[src/rtl/wb_std_to_pipelined_bridge.sv]
// Purpose : Wishbone B4 bridge that turns classic single-access cycles from an upstream master
//           into pipelined-mode cycles for a downstream slave, one transaction in flight at a time.
// Latency : request sampled at E0, downstream strobe after E0, upstream ack/err registered one edge
//           after the downstream response; at least 4 clocks between back-to-back requests.
// Backpressure: m_stall holds m_stb and the captured request; upstream waits with cyc/stb held.
// Optional: define WB_BRIDGE_TIMEOUT_EN to add a watchdog that errors out hung cycles after
//           timeout_cycles clocks. Without it the bridge waits indefinitely.
// Ports   : clk, rst (sync, active-high)
//           upstream   s_cyc, s_stb, s_we, s_adr, s_dat_i -> s_dat_o, s_ack, s_err
//           downstream m_cyc, m_stb, m_we, m_adr, m_dat_o -> m_dat_i, m_ack, m_err, m_stall
module wb_std_to_pipelined_bridge #(
  parameter int adr_width      = 16,
  parameter int dat_width      = 16,
  parameter int timeout_cycles = 255
) (
  input  logic                 clk,
  input  logic                 rst,
  input  logic                 s_cyc,
  input  logic                 s_stb,
  input  logic                 s_we,
  input  logic [adr_width-1:0] s_adr,
  input  logic [dat_width-1:0] s_dat_i,
  output logic [dat_width-1:0] s_dat_o,
  output logic                 s_ack,
  output logic                 s_err,
  output logic                 m_cyc,
  output logic                 m_stb,
  output logic                 m_we,
  output logic [adr_width-1:0] m_adr,
  output logic [dat_width-1:0] m_dat_o,
  input  logic [dat_width-1:0] m_dat_i,
  input  logic                 m_ack,
  input  logic                 m_err,
  input  logic                 m_stall
);

  if (timeout_cycles < 1 || timeout_cycles > 65535) begin : g_bad_timeout
    $error("timeout_cycles must be within 1..65535");
  end

  typedef enum logic [1:0] {
    ST_IDLE = 2'd0,
    ST_REQ  = 2'd1,
    ST_WAIT = 2'd2,
    ST_RESP = 2'd3
  } state_t;

  state_t r_state;
  state_t w_state_nxt;

  logic                 r_s_ack;
  logic                 r_s_err;
  logic [dat_width-1:0] r_s_dat_o;
  logic                 r_m_cyc;
  logic                 r_m_stb;
  logic                 r_m_we;
  logic [adr_width-1:0] r_m_adr;
  logic [dat_width-1:0] r_m_dat_o;

  logic                 w_s_ack_nxt;
  logic                 w_s_err_nxt;
  logic [dat_width-1:0] w_s_dat_o_nxt;
  logic                 w_m_cyc_nxt;
  logic                 w_m_stb_nxt;
  logic                 w_m_we_nxt;
  logic [adr_width-1:0] w_m_adr_nxt;
  logic [dat_width-1:0] w_m_dat_o_nxt;

  logic w_req;
  logic w_busy;
  logic w_expire;

  assign w_req  = s_cyc & s_stb;
  assign w_busy = (r_state == ST_REQ) || (r_state == ST_WAIT);

`ifdef WB_BRIDGE_TIMEOUT_EN
  localparam logic [15:0] TMO_LAST = 16'(timeout_cycles - 1);

  logic [15:0] r_wdog;

  // Counts edges spent in REQ/WAIT; the edge that would bring it to
  // timeout_cycles is the expiry edge.
  always_ff @(posedge clk) begin
    if (rst) begin
      r_wdog <= '0;
    end else if (r_state == ST_IDLE) begin
      r_wdog <= '0;
    end else if (w_busy) begin
      r_wdog <= r_wdog + 16'd1;
    end
  end

  assign w_expire = w_busy && (r_wdog == TMO_LAST);
`else
  assign w_expire = 1'b0;
`endif

  // State register
  always_ff @(posedge clk) begin
    if (rst) begin
      r_state <= ST_IDLE;
    end else begin
      r_state <= w_state_nxt;
    end
  end

  // Next-state logic. Abort beats everything; a real response beats expiry.
  always_comb begin
    w_state_nxt = r_state;
    case (r_state)
      ST_IDLE: if (w_req) w_state_nxt = ST_REQ;
      ST_REQ: begin
        if (!s_cyc)          w_state_nxt = ST_IDLE;
        else if (w_expire)   w_state_nxt = ST_RESP;
        else if (!m_stall)   w_state_nxt = ST_WAIT;
      end
      ST_WAIT: begin
        if (!s_cyc)                          w_state_nxt = ST_IDLE;
        else if (m_ack || m_err || w_expire) w_state_nxt = ST_RESP;
      end
      ST_RESP: w_state_nxt = ST_IDLE;
      default: w_state_nxt = ST_IDLE;
    endcase
  end

  // Output logic: next values of the registered outputs.
  always_comb begin
    w_s_ack_nxt   = 1'b0;
    w_s_err_nxt   = 1'b0;
    w_s_dat_o_nxt = r_s_dat_o;
    w_m_cyc_nxt   = r_m_cyc;
    w_m_stb_nxt   = r_m_stb;
    w_m_we_nxt    = r_m_we;
    w_m_adr_nxt   = r_m_adr;
    w_m_dat_o_nxt = r_m_dat_o;
    case (r_state)
      ST_IDLE: begin
        if (w_req) begin
          w_m_we_nxt    = s_we;
          w_m_adr_nxt   = s_adr;
          w_m_dat_o_nxt = s_dat_i;
          w_m_cyc_nxt   = 1'b1;
          w_m_stb_nxt   = 1'b1;
        end
      end
      ST_REQ: begin
        // Any m_ack/m_err here is a slave protocol violation and is ignored.
        if (!s_cyc) begin
          w_m_cyc_nxt = 1'b0;
          w_m_stb_nxt = 1'b0;
        end else if (w_expire) begin
          w_s_err_nxt = 1'b1;
          w_m_cyc_nxt = 1'b0;
          w_m_stb_nxt = 1'b0;
        end else if (!m_stall) begin
          w_m_stb_nxt = 1'b0;
        end
      end
      ST_WAIT: begin
        if (!s_cyc) begin
          w_m_cyc_nxt = 1'b0;
        end else if (m_err) begin
          // Error wins over a simultaneous ack.
          w_s_err_nxt = 1'b1;
          w_m_cyc_nxt = 1'b0;
        end else if (m_ack) begin
          w_s_ack_nxt = 1'b1;
          w_m_cyc_nxt = 1'b0;
          if (!r_m_we) w_s_dat_o_nxt = m_dat_i;
        end else if (w_expire) begin
          w_s_err_nxt = 1'b1;
          w_m_cyc_nxt = 1'b0;
        end
      end
      default: ;  // RESP: ack/err fall back to 0, upstream not sampled
    endcase
  end

  always_ff @(posedge clk) begin
    if (rst) begin
      r_s_ack   <= 1'b0;
      r_s_err   <= 1'b0;
      r_s_dat_o <= '0;
      r_m_cyc   <= 1'b0;
      r_m_stb   <= 1'b0;
      r_m_we    <= 1'b0;
      r_m_adr   <= '0;
      r_m_dat_o <= '0;
    end else begin
      r_s_ack   <= w_s_ack_nxt;
      r_s_err   <= w_s_err_nxt;
      r_s_dat_o <= w_s_dat_o_nxt;
      r_m_cyc   <= w_m_cyc_nxt;
      r_m_stb   <= w_m_stb_nxt;
      r_m_we    <= w_m_we_nxt;
      r_m_adr   <= w_m_adr_nxt;
      r_m_dat_o <= w_m_dat_o_nxt;
    end
  end

  assign s_ack   = r_s_ack;
  assign s_err   = r_s_err;
  assign s_dat_o = r_s_dat_o;
  assign m_cyc   = r_m_cyc;
  assign m_stb   = r_m_stb;
  assign m_we    = r_m_we;
  assign m_adr   = r_m_adr;
  assign m_dat_o = r_m_dat_o;

endmodule

[config.mk]
export PLATFORM = sky130hd
export DESIGN_NAME = wb_std_to_pipelined_bridge
export DESIGN_NICKNAME = d
export VERILOG_FILES = /design/src/rtl/wb_std_to_pipelined_bridge.sv
export SDC_FILE = /design/constraint.sdc
export NUM_CORES = 1
export LEC_CHECK = 0
export CAP_MARGIN = 0
export CELL_PAD_IN_SITES_DETAIL_PLACEMENT = 1
export CELL_PAD_IN_SITES_GLOBAL_PLACEMENT = 1
export CORE_MARGIN = 4
export CORE_UTILIZATION = 29
export CTS_CLUSTER_SIZE = 10
export DETAILED_ROUTE_END_ITERATION = 10
export PLACE_DENSITY_LB_ADDON = 0.1
export RECOVER_POWER = 25
export SYNTH_ARGS = -nofsm -noshare
export SYNTH_HDL_FRONTEND = slang
export SYNTH_SLANG_ARGS = --single-unit
export TNS_END_PERCENT = 100
[constraint.sdc]
create_clock -name clk -period 3.6 [get_ports clk]
set_input_delay 0.54 -clock clk [delete_from_list [all_inputs] [get_ports clk]]
set_output_delay 0.54 -clock clk [all_outputs]
set_load 0.03 [all_outputs]
==> flow_metrics.py, run 1 <==
metrics = {
    "synth": {
        "ys.warnings.count": 0,
        "seq_area_frac_synth_pct": 52.51,
        "synthCells": 253,
        "ys.flop_type": "dfxtp_1",
        "synth_area_um2": 2097,
        "avgSynthCellArea_um2": 8.289,
        "async_reset_ff_share_pct": 0,
        "ys_ff_latch": 55,
        "synth-edff-count": 0,
        "syn-num-nets": 314,
        "synth.distinct_cells": 28,
    },
    "grt": {
        "grt-ovfl-total": 0,
        "grt_start_max_net_pins": 57,
        "first_global_vias": 2097,
        "grt_pass1_wl_um": 10670,
        "antenna_found_initial": 0,
        "grt_usage_pct": 15.41,
    },
    "floorplanning": {
        "die_w_um": 93.04,
        "die_h_um": 93.04,
        "fp-row-count": 30,
        "core_um2": 6907,
        "ioPinCount": 109,
        "dieArea_um2": 8656,
        "start_util_pct": 30.36,
    },
    "finish": {
        "nNetsFinal": 412,
        "ff_latch_area_um2": 1101,
        "final_common_cell": "clkdlybuf4s50_1",
        "fillerInstances": 833,
        "multi_input_area_um2": 882.1,
        "layout_common_cells": "84 x clkdlybuf4s50_1, 67 x nand2_1, 55 x dfxtp_1",
        "design_area_um2": 3291,
        "area_delta_synth_final_pct": 56.92,
        "antennaDiodeCount": 0,
        "drive_gt1_share_pct": 3.409,
    },
    "drt": {
        "vias_per_cell": 4.658,
        "drt-pass1-iter-count": 4,
        "ant_nets": 0,
        "vias": 2087,
        "dr.first_iter.drc_count": 81,
        "drt-wirelength-per-cell_um": 14.84,
        "drc": 0,
        "routed_wirelength_um": 6650,
    },
    "setup_path": {
        "slowest_delay_ps": 800,
        "critPathArrivalTime_ps": 1880,
        "end_kind": "output pin",
        "rrSetupSlack_ps": 1590,
        "path_depth": 1,
        "critPathSlowestCell": "clkdlybuf4s50_1",
        "worstPathCellList": "clkdlybuf4s50_1",
        "required_ps": 3060,
        "worst-path-buf-inv": 1,
        "critical_path.top_delay_family": "buffers and inverters",
        "ff2ff_path_depth": 5,
        "r2r_end": "s_dat_o[3]$_SDFFE_PP0P_",
        "path_max_fanout": 19,
        "cp-start-kind": "register",
        "crit_type": "register to output pin",
        "worstReg2RegStart": "r_state[0]$_SDFFE_PP0P_",
    },
    "timing": {
        "setup_viol": 0,
        "rsz0062_at_grt": "no",
        "skew_ps": 7.420,
        "setup_tns_ps": 0,
        "slew_violations": 0,
        "slew_headroom_pct": 27.64,
        "finalCriticalPeriod_ps": 2418,
        "tightest_slew_ps": 1085,
        "max_freq_mhz": 413.6,
        "finalCritPeriodShare_pct": 67.16,
        "hold_viol": 0,
        "fin_ws_ps": 1182,
    },
    "placement": {
        "place_hpwl_um": 4783,
        "port_buffers": 108,
        "place_worst_setup_slack_ps": 1032,
        "place_congestion": 0.6884,
        "dpl-instance-area_um2": 3206,
    },
    "min_path": {
        "hold_path_end": "m_dat_o[9]$_SDFFE_PP0P_",
        "hold_depth": 2,
        "hp-start": "m_dat_o[9]$_SDFFE_PP0P_",
        "hold_class": "register to register",
    },
    "status": {
        "outcome": "finished clean",
    },
    "clock_network": {
        "post_cts_resized": 0,
        "clk_latency_ps": 300,
        "numCtsBuffers": 5,
        "cts_root_buffer": "clkbuf_8",
        "post_cts_buffers": 0,
        "cts_hold_buf": 0,
        "cts.sinks": 55,
        "clkTransAtPathRegs_ps": 100,
        "h-tree-depth": 2,
        "clock_path_buffers": 2,
        "cts_tree": "done",
    },
    "flow_run": {
        "drv_cap": 0,
    },
    "power": {
        "power_density_nw_per_um2": 373.6,
        "p_leak_uw": 0.001196,
        "ir_drop_mv": 0.1740,
    },
}
## worst min-delay path, stage by stage, from the launching register on
cell and delay, ps:
dfxtp_1 320, nand2_1 50, a21oi_1 50
## synth_stat cells, types with 2 or more instances
library cell / number / share of area [%]
nand2_1: 67 / 12
dfxtp_1: 55 / 53
a21oi_1: 53 / 13
nand3_1: 19 / 4.5
o21ai_1: 10 / 2.4
buf_2: 7 / 1.7
clkbuf_1: 7 / 1.3
o21ai_0: 6 / 1.4
ha_1: 5 / 3.0
buf_4: 4 / 1.4
inv_1: 2 / 0.36
nor2_1: 2 / 0.36
## cell type report
type | count | share of cell area (%)
Clock buffer | 6 | 2.205
Clock inverter | 2 | 0.3802
Inverter | 3 | 0.3422
Multi-Input combinational cell | 176 | 26.81
Sequential cell | 55 | 33.46
Tap cell | 96 | 3.650
Timing Repair Buffer | 110 | 33.16
## cell families after synthesis
logic type      synth area share [%]
simple gates                   19.69
compound gates                 18.91
flops                          52.51
buf+inv                        5.430
fa+ha+maj                      2.983
mux                           0.4773
## per-layer routing
metal,global-route usage (%),wire length [um],vias to the layer above
li1,-,-,1052
met1,19.59,2994,966
met2,25.19,3126,64
met3,4.907,466,5
met4,4.151,63,0
met5,0,0,-
## flip-flops by register name, indices dropped and copies added (netlist names)
register  count
m_stb         1
s_err         1
s_dat_o      16
m_adr        16
r_state       2
s_ack         1
m_dat_o      16
m_cyc         1
m_we          1
## where the power goes
| group | total, uW | leakage [uW] | switching, uW | internal [uW] |
|---|---|---|---|---|
| registers | 650 | 0.000447 | 15.8 | 634 |
| logic | 248 | 0.000708 | 131 | 116 |
| clock network | 332 | 0.0000412 | 195 | 137 |
| total | 1230 | 0.00120 | 342 | 887 |
## worst max-delay path by stage
stage | startpoint | end | slack [ps]
6_report | m_we$_SDFFE_PP0P_ | m_we | 1180
3_5_place_dp | s_cyc | s_dat_o[2]$_SDFFE_PP0P_ | 1030
5_1_grt | m_we$_SDFFE_PP0P_ | m_we | 1060
4_1_cts | m_we$_SDFFE_PP0P_ | m_we | 1170
2_1_floorplan | r_state[0]$_SDFFE_PP0P_ | s_dat_o[10]$_SDFFE_PP0P_ | 2230
3_3_place_gp | s_cyc | s_dat_o[14]$_SDFFE_PP0P_ | 1110
## through the flow
| stage | utilization [%] | total power [uW] | instances | hold slack, ps |
|---|---|---|---|---|
| global placement | 46.41 | 916.6 | 440 | 441.1 |
| finish | 47.64 | 1230 | 448 | 453.6 |
| global route | 47.64 | 1298 | 448 | 476.3 |
| CTS | 47.64 | 1260 | 448 | 460.0 |
| detailed placement | 46.41 | 920.0 | 440 | 445.9 |
| floorplan | - | 791.6 | 253 | 484.5 |
Power figures use the tool's default switching activity.
==> run 2, diff against run 1 <==
--- a/config.mk
+++ b/config.mk
@@ -9,7 +9,7 @@
 export CELL_PAD_IN_SITES_DETAIL_PLACEMENT = 1
 export CELL_PAD_IN_SITES_GLOBAL_PLACEMENT = 1
 export CORE_MARGIN = 4
-export CORE_UTILIZATION = 29
+export CORE_UTILIZATION = 24
 export CTS_CLUSTER_SIZE = 10
 export DETAILED_ROUTE_END_ITERATION = 10
 export PLACE_DENSITY_LB_ADDON = 0.1
==> constraint.sdc (replaced) <==
create_clock -name clk -period 1.9 [get_ports clk]
set_input_delay 0.285 -clock clk [delete_from_list [all_inputs] [get_ports clk]]
set_output_delay 0.285 -clock clk [all_outputs]
set_load 0.03 [all_outputs]
==> flow_metrics.py, run 2 (synthesis gave the netlist of run 1 again) <==
metrics = {
    "setup_path": {
        "path_max_fanout": 2,
        "end_kind": "output pin",
        "critPathSlowestCell": "clkdlybuf4s50_1",
        "critPathArrivalTime_ps": 1350,
        "critical_path.top_delay_family": "buffers and inverters",
        "crit_type": "register to output pin",
        "worst-path-buf-inv": 1,
        "slowest_delay_ps": 700,
        "worstPathCellList": "clkdlybuf4s50_1",
        "cp-start-kind": "register",
        "required_ps": 1620,
    },
    "clock_network": {
        "clock_path_buffers": 2,
        "cts_tree": "done",
        "h-tree-depth": 2,
        "post_cts_buffers": 0,
        "clk_latency_ps": 300,
        "cts_hold_buf": 0,
        "clkTransAtPathRegs_ps": 100,
        "cts_root_buffer": "clkbuf_8",
        "cts.sinks": 55,
        "numCtsBuffers": 5,
        "post_cts_resized": 0,
    },
    "drt": {
        "drt-wirelength-per-cell_um": 14.82,
        "drc": 0,
        "routed_wirelength_um": 6861,
        "ant_nets": 0,
        "route.met2.wl_um": 3382,
        "dr.max_layer_used": "met4",
        "vias_per_cell": 4.624,
        "dr.first_iter.drc_count": 49,
        "drt-met1-wl_um": 3057,
        "drt-pass1-iter-count": 4,
        "vias": 2141,
        "met3_length_um": 370,
    },
    "floorplanning": {
        "core_um2": 8341,
        "start_util_pct": 25.14,
        "die_h_um": 101.5,
        "dieArea_um2": 10300,
        "die_w_um": 101.5,
        "fp-row-count": 33,
        "ioPinCount": 109,
    },
    "finish": {
        "area_delta_synth_final_pct": 61.22,
        "final_cells": 463,
        "layout_common_cells": "107 x clkdlybuf4s50_1, 67 x nand2_1, 55 x dfxtp_1",
        "final_common_cell": "clkdlybuf4s50_1",
        "nNetsFinal": 419,
        "fillerInstances": 996,
        "drive_gt1_share_pct": 5.307,
        "antennaDiodeCount": 0,
        "design_area_um2": 3381,
    },
    "min_path": {
        "hold_class": "register to register",
    },
    "grt": {
        "grt_usage_pct": 13.19,
        "antenna_found_initial": 0,
        "grt-ovfl-total": 0,
        "grt_pass1_wl_um": 10840,
        "grt_start_max_net_pins": 32,
        "first_global_vias": 2153,
    },
    "flow_run": {
        "drv_cap": 0,
    },
    "power": {
        "totalPowerFinal_uw": 2394,
        "power_density_nw_per_um2": 708.2,
        "p_leak_uw": 0.001173,
        "ir_drop_mv": 0.2711,
    },
    "timing": {
        "finalCritPeriodShare_pct": 86.18,
        "rsz0062_at_grt": "no",
        "slew_violations": 0,
        "setup_tns_ps": 0,
        "setup_viol": 0,
        "skew_ps": 10.87,
        "fin_hold_ws_ps": 458.5,
        "slew_headroom_pct": 59.75,
        "finalCriticalPeriod_ps": 1637,
        "hold_viol": 0,
        "max_freq_mhz": 610.7,
        "tightest_slew_ps": 603.7,
    },
    "placement": {
        "dp.cells": 456,
        "port_buffers": 108,
        "place_hpwl_um": 4973,
        "place_congestion": 0.7314,
        "dpl-instance-area_um2": 3294,
    },
    "status": {
        "outcome": "finished clean",
    },
}
==> run 2: changes by cell type in the layout (fill, tap and decap cells not counted) <==
cell,before,now
clkbuf_8,5,6
clkdlybuf4s50_1,84,107
buf_4,2,5
inv_6,0,1
clkbuf_2,0,2
buf_12,0,2
clkinvlp_4,1,0
clkinv_2,1,0
dlygate4sd3_1,23,0
clkbuf_1,1,0
==> run 2: layout make-up <==
cell class	instances	area [um^2]	share of cell area, %
repair buffers	117	1164	34.42
inverters	3	11.26	0.3331
flip-flops and latches	55	1101	32.57
clock inverters	1	8.758	0.2591
well taps	105	131.4	3.886
clock buffers	6	82.58	2.443
multi-input cells	176	882.1	26.09
==> run 2: power by group <==
group,internal (uW),leakage (uW),switching [uW]
clock,294,0.0000477,375
combinational,238,0.000678,260
sequential,1200,0.000447,24.8
total,1730,0.00117,660
==> run 2: through the flow <==
step	util, %	worst slack, ps
floorplan	-	528.4
global placement	39.50	328.0
detailed placement	39.50	274.7
CTS	40.59	224.0
global route	40.53	110.1
finish	40.53	262.7
==> run 2: worst register-to-register path: stages (launching register included) <==
cell	delay, ps
dfxtp_1	350
inv_1	120
ha_1	190
and3_1	210
clkbuf_2	380
nand2_1	110
a21oi_1	130
==> run 2: final timing paths <==
| check | depth (start not counted) | slack, ps | endpoint | startpoint |
|---|---|---|---|---|
| max reg2reg | 6 | 350 | m_dat_o[9]$_SDFFE_PP0P_ | r_state[1]$_SDFFE_PP0P_ |
| max | 1 | 260 | m_we | m_we$_SDFFE_PP0P_ |
| min reg2reg | 2 | 460 | m_adr[3]$_SDFFE_PP0P_ | m_adr[3]$_SDFFE_PP0P_ |
| min | 2 | 460 | m_adr[3]$_SDFFE_PP0P_ | m_adr[3]$_SDFFE_PP0P_ |
==> run 2: routing by layer <==
layer | vias to the layer above | track usage [%]
met4 | 0 | 3.067
li1 | 1066 | -
met3 | 4 | 2.893
met5 | - | 0
met2 | 55 | 22.79
met1 | 1016 | 16.78
==> run 3, diff against run 2 <==
--- a/config.mk
+++ b/config.mk
@@ -9,7 +9,7 @@
 export CELL_PAD_IN_SITES_DETAIL_PLACEMENT = 1
 export CELL_PAD_IN_SITES_GLOBAL_PLACEMENT = 1
 export CORE_MARGIN = 4
-export CORE_UTILIZATION = 24
+export CORE_UTILIZATION = 27
 export CTS_CLUSTER_SIZE = 10
 export DETAILED_ROUTE_END_ITERATION = 10
 export PLACE_DENSITY_LB_ADDON = 0.1
==> constraint.sdc (replaced) <==
create_clock -name clk -period 1.7 [get_ports clk]
set_input_delay 0.255 -clock clk [delete_from_list [all_inputs] [get_ports clk]]
set_output_delay 0.255 -clock clk [all_outputs]
set_load 0.03 [all_outputs]
==> flow_metrics.py, run 3 (synthesis gave the netlist of run 1 again) <==
metrics = {
    "finish": {
        "antennaDiodeCount": 0,
        "layout_common_cells": "105 x clkdlybuf4s50_1, 67 x nand2_1, 55 x dfxtp_1",
        "drive_gt1_share_pct": 5.587,
        "fillerInstances": 884,
        "design_area_um2": 3373,
        "area_delta_synth_final_pct": 60.86,
        "finish.utilization_pct": 45.53,
        "final_common_cell": "clkdlybuf4s50_1",
        "nNetsFinal": 418,
    },
    "drt": {
        "routed_wirelength_um": 6582,
        "dr.first_iter.drc_count": 41,
        "ant_nets": 0,
        "drt-pass1-iter-count": 4,
        "vias": 2128,
        "drc": 0,
        "vias_per_cell": 4.656,
        "drt-wirelength-per-cell_um": 14.40,
    },
    "clock_network": {
        "cts_root_buffer": "clkbuf_8",
        "cts.sinks": 55,
        "clk_latency_ps": 300,
        "post_cts_buffers": 0,
        "post_cts_resized": 0,
        "clock_path_buffers": 2,
        "numCtsBuffers": 5,
        "clkTransAtPathRegs_ps": 90,
        "cts_hold_buf": 0,
        "cts_tree": "done",
        "h-tree-depth": 2,
    },
    "floorplanning": {
        "core_um2": 7408,
        "fp-row-count": 31,
        "start_util_pct": 28.31,
        "die_h_um": 96.13,
        "ioPinCount": 109,
        "die_w_um": 96.13,
        "dieArea_um2": 9241,
    },
    "power": {
        "p_clk_share_pct": 26.6,
        "power.internal_uw": 1898,
        "netSwitchingPower_uw": 731.6,
        "seqPwrFrac_pct": 52.2,
        "power_frac_comb_pct": 21.1,
        "netSwitchingFraction_pct": 27.82,
        "power_density_nw_per_um2": 779.6,
        "ir_drop_mv": 0.3345,
        "p_leak_uw": 0.001176,
    },
    "setup_path": {
        "r2r_end": "s_dat_o[13]$_SDFFE_PP0P_",
        "ff2ff_path_depth": 6,
        "critPathArrivalTime_ps": 1350,
        "required_ps": 1440,
        "worstReg2RegStart": "r_state[0]$_SDFFE_PP0P_",
        "slowest_delay_ps": 680,
        "end_kind": "output pin",
        "critPathSlowestCell": "clkdlybuf4s50_1",
        "cp-start-kind": "register",
        "crit_type": "register to output pin",
        "worst-path-buf-inv": 1,
        "worstPathCellList": "clkdlybuf4s50_1",
        "path_max_fanout": 2,
        "critical_path.top_delay_family": "buffers and inverters",
        "rrSetupSlack_ps": 210,
    },
    "placement": {
        "place_congestion": 0.7773,
        "place_worst_setup_slack_ps": -45.73,
        "place_hpwl_um": 4812,
        "port_buffers": 108,
        "dpl-instance-area_um2": 3289,
    },
    "timing": {
        "finalCritPeriodShare_pct": 94.16,
        "hold_viol": 0,
        "setup_viol": 0,
        "max_freq_mhz": 624.7,
        "slew_violations": 0,
        "tightest_slew_ps": 355.0,
        "rsz0062_at_grt": "no",
        "fin_ws_ps": 99.24,
        "slew_headroom_pct": 76.25,
        "finalCriticalPeriod_ps": 1601,
        "skew_ps": 5.714,
    },
    "grt": {
        "first_global_vias": 2104,
        "grt_pass1_wl_um": 10320,
        "grt_usage_pct": 14.40,
        "grt-ovfl-total": 0,
        "antenna_found_initial": 0,
        "grt_start_max_net_pins": 34,
    },
    "min_path": {
        "hold_depth": 2,
        "hp-start": "rst",
        "hold_path_end": "m_adr[4]$_SDFFE_PP0P_",
        "hold_class": "primary input to register",
    },
    "status": {
        "outcome": "finished clean",
    },
    "flow_run": {
        "drv_cap": 0,
    },
}
-- run 3: metal layers --
metal,global-route usage [%],up-vias,part of all wire [%]
li1,-,1063,-
met2,23.40,67,48
met3,4.535,4,7.7
met5,0,-,0
met1,18.19,994,43
met4,4.265,0,0.77
-- run 3: final cells by class --
cell class / count / area, um^2 / area share (%)
repair buffers: 116 / 1171 / 34.72
flip-flops and latches: 55 / 1101 / 32.64
multi-input cells: 176 / 882.1 / 26.15
well taps: 99 / 123.9 / 3.672
clock buffers: 5 / 68.82 / 2.040
clock inverters: 3 / 15.01 / 0.4451
inverters: 3 / 11.26 / 0.3338
-- run 3: power by group through the flow --
stage               Sequential (uW)  Combinational (uW)  Clock (uW)
global route                   1380                 603         802
floorplan                      1500                 175           0
finish                         1370                 556         700
detailed placement             1400                 565           0
global placement               1400                 562           0
CTS                            1380                 567         746
-- run 3: worst max-delay path by stage --
| stage | cells past startpoint | end | start |
|---|---|---|---|
| detailed placement | 5 | m_dat_o[12]$_SDFFE_PP0P_ | s_cyc |
| global placement | 5 | s_dat_o[14]$_SDFFE_PP0P_ | s_cyc |
| CTS | 1 | m_adr[9] | m_adr[9]$_SDFFE_PP0P_ |
| global route | 1 | m_adr[7] | m_adr[7]$_SDFFE_PP0P_ |
| finish | 1 | m_dat_o[12] | m_dat_o[12]$_SDFFE_PP0P_ |
| floorplan | 7 | s_dat_o[10]$_SDFFE_PP0P_ | r_state[0]$_SDFFE_PP0P_ |
-- run 3: per-stage QoR --
step,hold slack [ps],total power (uW),instances,TNS (ps)
2_1_floorplan,331.7,1676,253,0
3_3_place_gp,441.0,1964,449,0
3_5_place_dp,445.8,1970,449,-642.8
4_1_cts,258.4,2688,457,0
5_1_grt,279.5,2788,457,0
6_report,269.1,2630,457,0
